## config.mk

```make
export PLATFORM = sky130hd
export DESIGN_NAME = param_counter
export DESIGN_NICKNAME = d
export VERILOG_FILES = /design/src/rtl/counter_pkg.sv /design/src/rtl/count_prescaler.sv /design/src/rtl/param_counter.sv
export SDC_FILE = /design/constraint.sdc
export NUM_CORES = 1
export LEC_CHECK = 0
export CORE_AREA = 3 3 40 42
export CTS_CLUSTER_SIZE = 16
export DETAILED_ROUTE_END_ITERATION = 8
export DIE_AREA = 0 0 43 45
export HOLD_SLACK_MARGIN = 0.05
export MAX_ROUTING_LAYER = met4
export PLACE_DENSITY = 0.59
export SLEW_MARGIN = 30
export SYNTH_ARGS = -nofsm -noshare
export SYNTH_HDL_FRONTEND = slang
export SYNTH_SLANG_ARGS = --single-unit
```

## constraint.sdc

```tcl
create_clock -name CLK -period 4.3 [get_ports CLK]
set_clock_uncertainty 0.1 [all_clocks]
set_input_delay 0.86 -clock CLK [delete_from_list [all_inputs] [get_ports CLK]]
set_output_delay 0.86 -clock CLK [all_outputs]
set_load 0.05 [all_outputs]
```

## src/rtl/counter_pkg.sv

```systemverilog
// Shared counter helpers: prescaler sizing and terminal values.
// Used by param_counter and the timer blocks built on top of it.
package counter_pkg;

   localparam int TERM_DN = 0;

   function automatic int clog2(input int v);
      int r;
      int x;
      r = 0;
      x = v - 1;
      for (int i = 0; i < 32; i++) begin
         if (x > 0) begin
            r = r + 1;
            x = x >> 1;
         end
      end
      return r;
   endfunction

   function automatic int term_up(input int modulus);
      return modulus - 1;
   endfunction

   function automatic int pre_width(input int prescale);
      return (clog2(prescale) < 1) ? 1 : clog2(prescale);
   endfunction

endpackage

```

## src/rtl/count_prescaler.sv

```systemverilog
// Enable prescaler: one TICK per PRESCALE enabled cycles.
// SYNC_CLR discards progress; gaps in EN keep it.
module count_prescaler
   import counter_pkg::*;
#(
   parameter int PRESCALE = 1
) (
   input  logic CLK,
   input  logic CLR,
   input  logic EN,
   input  logic SYNC_CLR,
   output logic TICK
);

   localparam int PW = pre_width(PRESCALE);
   localparam logic [PW-1:0] LAST = PW'(PRESCALE - 1);

   logic [PW-1:0] cnt;
   logic          wrap;

   assign wrap = (cnt == LAST);
   assign TICK = EN && !SYNC_CLR && wrap;

   // Count enabled cycles, restarting after the last one of a period.
   always_ff @(posedge CLK or posedge CLR) begin
      if (CLR) begin
         cnt <= '0;
      end else if (SYNC_CLR) begin
         cnt <= '0;
      end else if (EN) begin
         if (wrap) begin
            cnt <= '0;
         end else begin
            cnt <= cnt + PW'(1);
         end
      end
   end

endmodule

```

## src/rtl/param_counter.sv

```systemverilog
// Parametrised up/down modulo counter with load, prescaler,
// wrap-or-saturate terminal behaviour and status outputs.
module param_counter
   import counter_pkg::*;
#(
   parameter int WIDTH    = 4,
   parameter int MODULUS  = 16,
   parameter int PRESCALE = 1,
   parameter int SATURATE = 0
) (
   input  logic             CLK,
   input  logic             CLR,
   input  logic             EN,
   input  logic             LOAD,
   input  logic [WIDTH-1:0] D,
   input  logic             UP,
   input  logic             CLR_OVF,
   output logic [WIDTH-1:0] Q,
   output logic             TC,
   output logic             STEP,
   output logic             OVF
);

   // One extra bit so MODULUS = 2^WIDTH still fits.
   localparam logic [WIDTH:0] MODX = (WIDTH+1)'(MODULUS);
   localparam logic [WIDTH:0] TUPX = (WIDTH+1)'(term_up(MODULUS));
   localparam logic [WIDTH:0] TDNX = (WIDTH+1)'(TERM_DN);
   localparam logic [WIDTH-1:0] TUP = TUPX[WIDTH-1:0];
   localparam logic [WIDTH-1:0] TDN = TDNX[WIDTH-1:0];

   logic [WIDTH:0]   qx;
   logic [WIDTH:0]   dx;
   logic             at_up;
   logic             at_dn;
   logic             tick;
   logic             ovf_ev;
   logic [WIDTH-1:0] q_nx;
   logic             stp_nx;
   logic             ovf_nx;

   assign qx    = {1'b0, Q};
   assign dx    = {1'b0, D};
   assign at_up = (qx == TUPX);
   assign at_dn = (qx == TDNX);
   assign TC    = UP ? at_up : at_dn;

   count_prescaler #(
      .PRESCALE(PRESCALE)
   ) u_pre (
      .CLK     (CLK),
      .CLR     (CLR),
      .EN      (EN),
      .SYNC_CLR(LOAD),
      .TICK    (tick)
   );

   // Next count: load with clamp, else step in the sampled direction.
   always_comb begin
      q_nx   = Q;
      stp_nx = 1'b0;
      ovf_ev = 1'b0;
      if (LOAD) begin
         q_nx = (dx < MODX) ? D : TUP;
      end else if (tick) begin
         stp_nx = 1'b1;
         if (UP) begin
            if (at_up) begin
               ovf_ev = 1'b1;
               q_nx   = (SATURATE != 0) ? Q : TDN;
            end else begin
               q_nx = Q + WIDTH'(1);
            end
         end else begin
            if (at_dn) begin
               ovf_ev = 1'b1;
               q_nx   = (SATURATE != 0) ? Q : TUP;
            end else begin
               q_nx = Q - WIDTH'(1);
            end
         end
      end
   end

   // Sticky overflow: a same-edge event beats the clear.
   always_comb begin
      ovf_nx = OVF;
      if (CLR_OVF) begin
         ovf_nx = 1'b0;
      end
      if (ovf_ev) begin
         ovf_nx = 1'b1;
      end
   end

   // Output registers, cleared asynchronously.
   always_ff @(posedge CLK or posedge CLR) begin
      if (CLR) begin
         Q    <= '0;
         STEP <= 1'b0;
         OVF  <= 1'b0;
      end else begin
         Q    <= q_nx;
         STEP <= stp_nx;
         OVF  <= ovf_nx;
      end
   end

endmodule

```

==> results of run 1 <==
-- sequential cells by signal, summed over array words and instances (netlist names) --
signal / flops
STEP: 1
OVF: 1
Q: 4
-- power breakdown --
part,switching (mW),internal [mW]
registers,0.0119,0.0621
clock network,0.0202,0.0315
logic,0.0431,0.0353
-- through the flow --
step | total power, mW | area, sq um
2_1_floorplan | 0.130 | 428
4_1_cts | 0.207 | 604
3_5_place_dp | 0.154 | 582
6_report | 0.204 | 604
3_3_place_gp | 0.154 | 582
5_1_grt | 0.217 | 604
-- how the worst max path moves through the flow --
stage / slack, ns / endpoint / cells past startpoint / from
finish: 0.50 / TC / 4 / UP
global placement: 0.51 / TC / 4 / UP
floorplan: 1.20 / TC / 5 / Q[0]$_DFFE_PP0P_
global route: 0.40 / TC / 4 / UP
detailed placement: 0.49 / TC / 4 / UP
CTS: 0.47 / TC / 4 / UP
-- logic make-up after synthesis --
logic type      after synthesis  share of synthesized area, %
buf+inv                       9                          10.2
flops                         6                          35.1
compound gates               18                          30.4
fa+ha+maj                     2                          5.85
xor+xnor                      2                          4.09
simple gates                 10                          12.0
mux                           1                          2.34
-- worst max-delay path, delay by kind of cell --
kind                   cells  cell delay [ns]
buffers and inverters      2             1.37
AOI/OAI and AO/OA          1             0.18
and+or+nand+nor            1             0.44
-- cells in the final DEF (no fill, tap or decap), types with 2 or more instances in the layout --
master / synthesis / final
a21oi_1: 4 / 4
clkdlybuf4s50_1: 0 / 16
nand2_1: 3 / 3
clkbuf_4: 0 / 3
o21ai_0: 3 / 3
ha_1: 2 / 2
nor2_1: 3 / 3
inv_1: 5 / 5
o31ai_1: 2 / 2
dfrtp_1: 6 / 6
-- final cells by class --
class	count	area share [%]
Timing Repair Buffer	16	26.5
Tap cell	15	3.11
Inverter	5	3.11
Multi-Input combinational cell	33	38.7
Sequential cell	6	24.8
Clock buffer	3	3.73
-- per-layer routing --
metal	wire (um)	vias to the layer above	part of all wire (%)	track usage, %
li1	-	201	-	-
met1	401	180	43	12.5
met2	431	16	46	16.5
met3	73	2	7.8	5.98
met4	24	0	2.6	7.23
met5	0	-	0	-
==> metrics, run 1 <==
status=completed; layout cell share with drive strength beyond 1=12.7%; post-synthesis sequential area ratio=35.1%; initial antenna violation count=0; RSZ-0062 raised after global routing=no; Slew Viols, Final=0; Final Util=47.0%; count leader, synth=dfrtp_1; routability cong.=0.724; Setup WS pre-CTS=0.486 ns; Hold Path Stages=1; WHS Endpoint=OVF$_DFFE_PP0P_; final worst slack=0.496 ns; RR Startpoint=Q[0]$_DFFE_PP0P_; first-pass GRT wire length=1520 um; Post-synth top cells=dfrtp_1 (6), inv_1 (5), a21oi_1 (4); Slowest-stage cell, CP=clkdlybuf4s50_1; DRC Markers=0; dominant cells by area after synthesis=dfrtp_1 (35%), ha_1 (5.8%), a21oi_1 (4.7%), inv_1 (4.4%), o21ai_0 (3.5%); WL per Instance=11.9 um; Post-Syn Area=428 sq um; Distinct cells, synth=27; CTS buffer count=3; R2R Setup Slk=2.51 ns; number of synthesized flops with an enable pin=0; clk slew on worst S/H paths=0.04 ns; fin cells=78; critical path's largest stage delay=0.83 ns; Slew @ Worst Pin=0.504 ns; largest net degree at the start of global routing=11; max_cap viols=0; PwrDens=338 mW/mm^2; vias in the first global route=352; CP arrival=2.84 ns; hold-fix buffers at CTS=0; Hold Crit Start=OVF$_DFFE_PP0P_; Min Clock Period, post-route=3.80 ns; cts repair resizes=0; async set or reset register ratio after synthesis=100%; predominant post-synthesis flop cell=dfrtp_1; root buffer cell=clkbuf_4; die width=43 um; Register Area=150 sq um; fill count=142; Area Overhead vs Synth=41.2%; die area=0.00194 sq mm; CP Capture Type=output port; core area=0.00128 sq mm; FF+latch count, synth=6; final hold vios=0; Hold Slack=0.412 ns; Syn Inst Count=48; DR vias=399; hpwl dp=722 um; Syn Nets=60; die span in y=45 um; R2R depth=6; Iteration-0 DRC Markers=6; worst-path cell chain=clkdlybuf4s50_1, or3b_4, o21ai_1, clkdlybuf4s50_1; number of diodes=0; WL final=930 um; drt via density=5.12; Post-CTS Setup Bufs=0; CTS H-Tree Depth=1; overall routing resource usage=11.5%; Synth warnings=0; Bufs on Longest Clock Path=2; TritonCTS clock tree=yes; worst skew pair latency=0.25 ns; port bufs=16; share of the synthesized area in the top cell type=35.1%; Peak VDD IR=191 uV; cell mode on critical path=clkdlybuf4s50_1; clock sink count=6; Sum Neg Setup Slack=0 ns; Max FO, Critical Path=7; Synth area leader=dfrtp_1; kind of critical path=input pin to output port; FF-to-FF End=Q[0]$_DFFE_PP0P_; Worst slew margin=66.3%; fin nets=77; placed cells=75; remaining antenna violation count=0; CP Data Required Time=3.34 ns; Pre-Repair DR Iteration Count=4; HP Class=flop to flop; Finish-stage setup viols=0; multi-input combinational cell area=234 sq um; GRT overflow=0; total I/O pin count=17; fmax=263 MHz; Core Rows=13; Synth Area per Inst=8.91 sq um; initial core utilization=33.3%; CP Launch Type=input pin; Period Utilization, post-route=88.5%; Lkg Pwr=0.263 nW
(Power assumes the default switching activity.)
==> run 2: changes to the inputs <==
--- a/config.mk
+++ b/config.mk
@@ -5,13 +5,16 @@
 export SDC_FILE = /design/constraint.sdc
 export NUM_CORES = 1
 export LEC_CHECK = 0
-export CORE_AREA = 3 3 40 42
+export CELL_PAD_IN_SITES_DETAIL_PLACEMENT = 0
+export CELL_PAD_IN_SITES_GLOBAL_PLACEMENT = 2
+export CORE_MARGIN = 3
+export CORE_UTILIZATION = 24
 export CTS_CLUSTER_SIZE = 16
 export DETAILED_ROUTE_END_ITERATION = 8
-export DIE_AREA = 0 0 43 45
 export HOLD_SLACK_MARGIN = 0.05
 export MAX_ROUTING_LAYER = met4
-export PLACE_DENSITY = 0.59
+export PLACE_DENSITY = 0.75
+export SKIP_LAST_GASP = 1
 export SLEW_MARGIN = 30
 export SYNTH_ARGS = -nofsm -noshare
 export SYNTH_HDL_FRONTEND = slang
==> constraint.sdc (replaced) <==
create_clock -name CLK -period 4.7 [get_ports CLK]
set_clock_uncertainty 0.1 [all_clocks]
set_input_delay 0.94 -clock CLK [delete_from_list [all_inputs] [get_ports CLK]]
set_output_delay 0.94 -clock CLK [all_outputs]
set_load 0.05 [all_outputs]
==> metrics, run 2 (synthesized netlist as in run 1, its figures left out) <==
final worst slack=0.753 ns; cell mode on critical path=clkdlybuf4s50_1; PwrDens=302 mW/mm^2; initial antenna violation count=0; CP arrival=2.91 ns; cts repair resizes=0; status=completed; vias in the first global route=340; internal power=0.118 mW; Peak VDD IR=121 uV; Max FO, Critical Path=7; DRT met1 WL=457 um; Min Clock Period, post-route=3.95 ns; routability cong.=0.714; core area=0.00159 sq mm; clock sink count=6; drt via density=4.39; RSZ-0062 raised after global routing=no; root buffer cell=clkbuf_4; worst-path cell chain=clkdlybuf4s50_1, or3b_4, o21ai_1, clkdlybuf4s50_1; fill count=167; Critical path buffers and inverters=2; Period Utilization, post-route=84.0%; number of diodes=0; final hold vios=0; port bufs=16; Worst slew margin=66.8%; fin nets=77; hpwl dp=759 um; CTS buffer count=3; Sum Neg Setup Slack=0 ns; Final Util=38.6%; initial core utilization=26.8%; CP Launch Type=input pin; Core Rows=14; die width=48.2 um; worst skew pair latency=0.24 ns; DR vias=382; Largest register FFs=4; clock share of power=24.4%; Slew @ Worst Pin=0.496 ns; Sw Pwr=0.0680 mW; overall routing resource usage=10.2%; Logic pwr share=39.1%; most frequent cells in the layout=clkdlybuf4s50_1 (16), dfrtp_1 (6), inv_1 (5), a21oi_1 (4); highest metal used=met3; WL final=952 um; layout cell share with drive strength beyond 1=12.7%; largest net degree at the start of global routing=11; die area=0.00233 sq mm; die span in y=48.2 um; remaining antenna violation count=0; Seq pwr share=36.5%; Sw Ratio=36.6%; fmax=253 MHz; first-pass GRT wire length=1500 um; Slowest-stage cell, CP=clkdlybuf4s50_1; Iteration-0 DRC Markers=6; Slew Viols, Final=0; metal3 WL=51 um; Reg with most FFs=Q; Lkg Pwr=0.263 nW; total I/O pin count=17; hold-fix buffers at CTS=0; CP Data Required Time=3.66 ns; Post-CTS Setup Bufs=0; clk slew on worst S/H paths=0.04 ns; commonest non-fill, non-tap cell in the layout=clkdlybuf4s50_1; Pre-Repair DR Iteration Count=4; WL per Instance=10.9 um; GRT overflow=0; max_cap viols=0; DRC Markers=0; TritonCTS clock tree=yes; CP Capture Type=output port; CP top delay family=buffers and inverters; HP Class=flop to flop; CTS H-Tree Depth=1; kind of critical path=input pin to output port; Finish-stage setup viols=0; critical path's largest stage delay=0.82 ns; Met2 Wirelength=444 um; Largest regs=Q: 4 flops, OVF: 1 flops, STEP: 1 flops; Setup WS pre-CTS=0.737 ns; Area Overhead vs Synth=43.9%; Bufs on Longest Clock Path=2
run 2: cell counts in the layout (fill, tap and decap cells not counted):
Identical to the previous run, type by type.
run 2: layout make-up:
type                            count  area, sq um  area share (%)
Clock buffer                        3         22.5            3.66
Inverter                            5         18.8            3.05
Multi-Input combinational cell     33          234            38.0
Sequential cell                     6          150            24.4
Tap cell                           24         30.0            4.88
Timing Repair Buffer               16          160            26.0
run 2: layer usage:
| metal | global-route usage, % | up-vias |
|---|---|---|
| met3 | 5.54 | 0 |
| met5 | - | - |
| met4 | 4.84 | 0 |
| met2 | 13.0 | 9 |
| li1 | - | 201 |
| met1 | 12.9 | 172 |
run 2: final timing paths:
check,startpoint,to,slack [ns],depth (start not counted)
max,UP,TC,0.75,4
min,OVF$_DFFE_PP0P_,OVF$_DFFE_PP0P_,0.41,1
max reg2reg,Q[0]$_DFFE_PP0P_,Q[0]$_DFFE_PP0P_,2.86,6
min reg2reg,OVF$_DFFE_PP0P_,OVF$_DFFE_PP0P_,0.41,1
max in group asynchronous,CLR,Q[2]$_DFFE_PP0P_,3.49,2
min in group asynchronous,CLR,Q[0]$_DFFE_PP0P_,0.82,2
run 2: through the flow:
stage	total power, mW	hold slack, ns	area [sq um]	instances
6_report	0.186	0.412	616	87
3_3_place_gp	0.142	0.424	593	84
5_1_grt	0.201	0.466	616	87
3_5_place_dp	0.142	0.412	593	84
2_1_floorplan	0.119	0.631	428	48
4_1_cts	0.190	0.423	616	87
run 2: power groups by stage:
stage	Clock, mW	Combinational, mW	Sequential, mW
after global routing	0.0542	0.0781	0.0692
final	0.0453	0.0727	0.0679
after global placement	0	0.0730	0.0690
after floorplan	0	0.0378	0.0811
after detailed placement	0	0.0729	0.0689
after CTS	0.0483	0.0732	0.0682
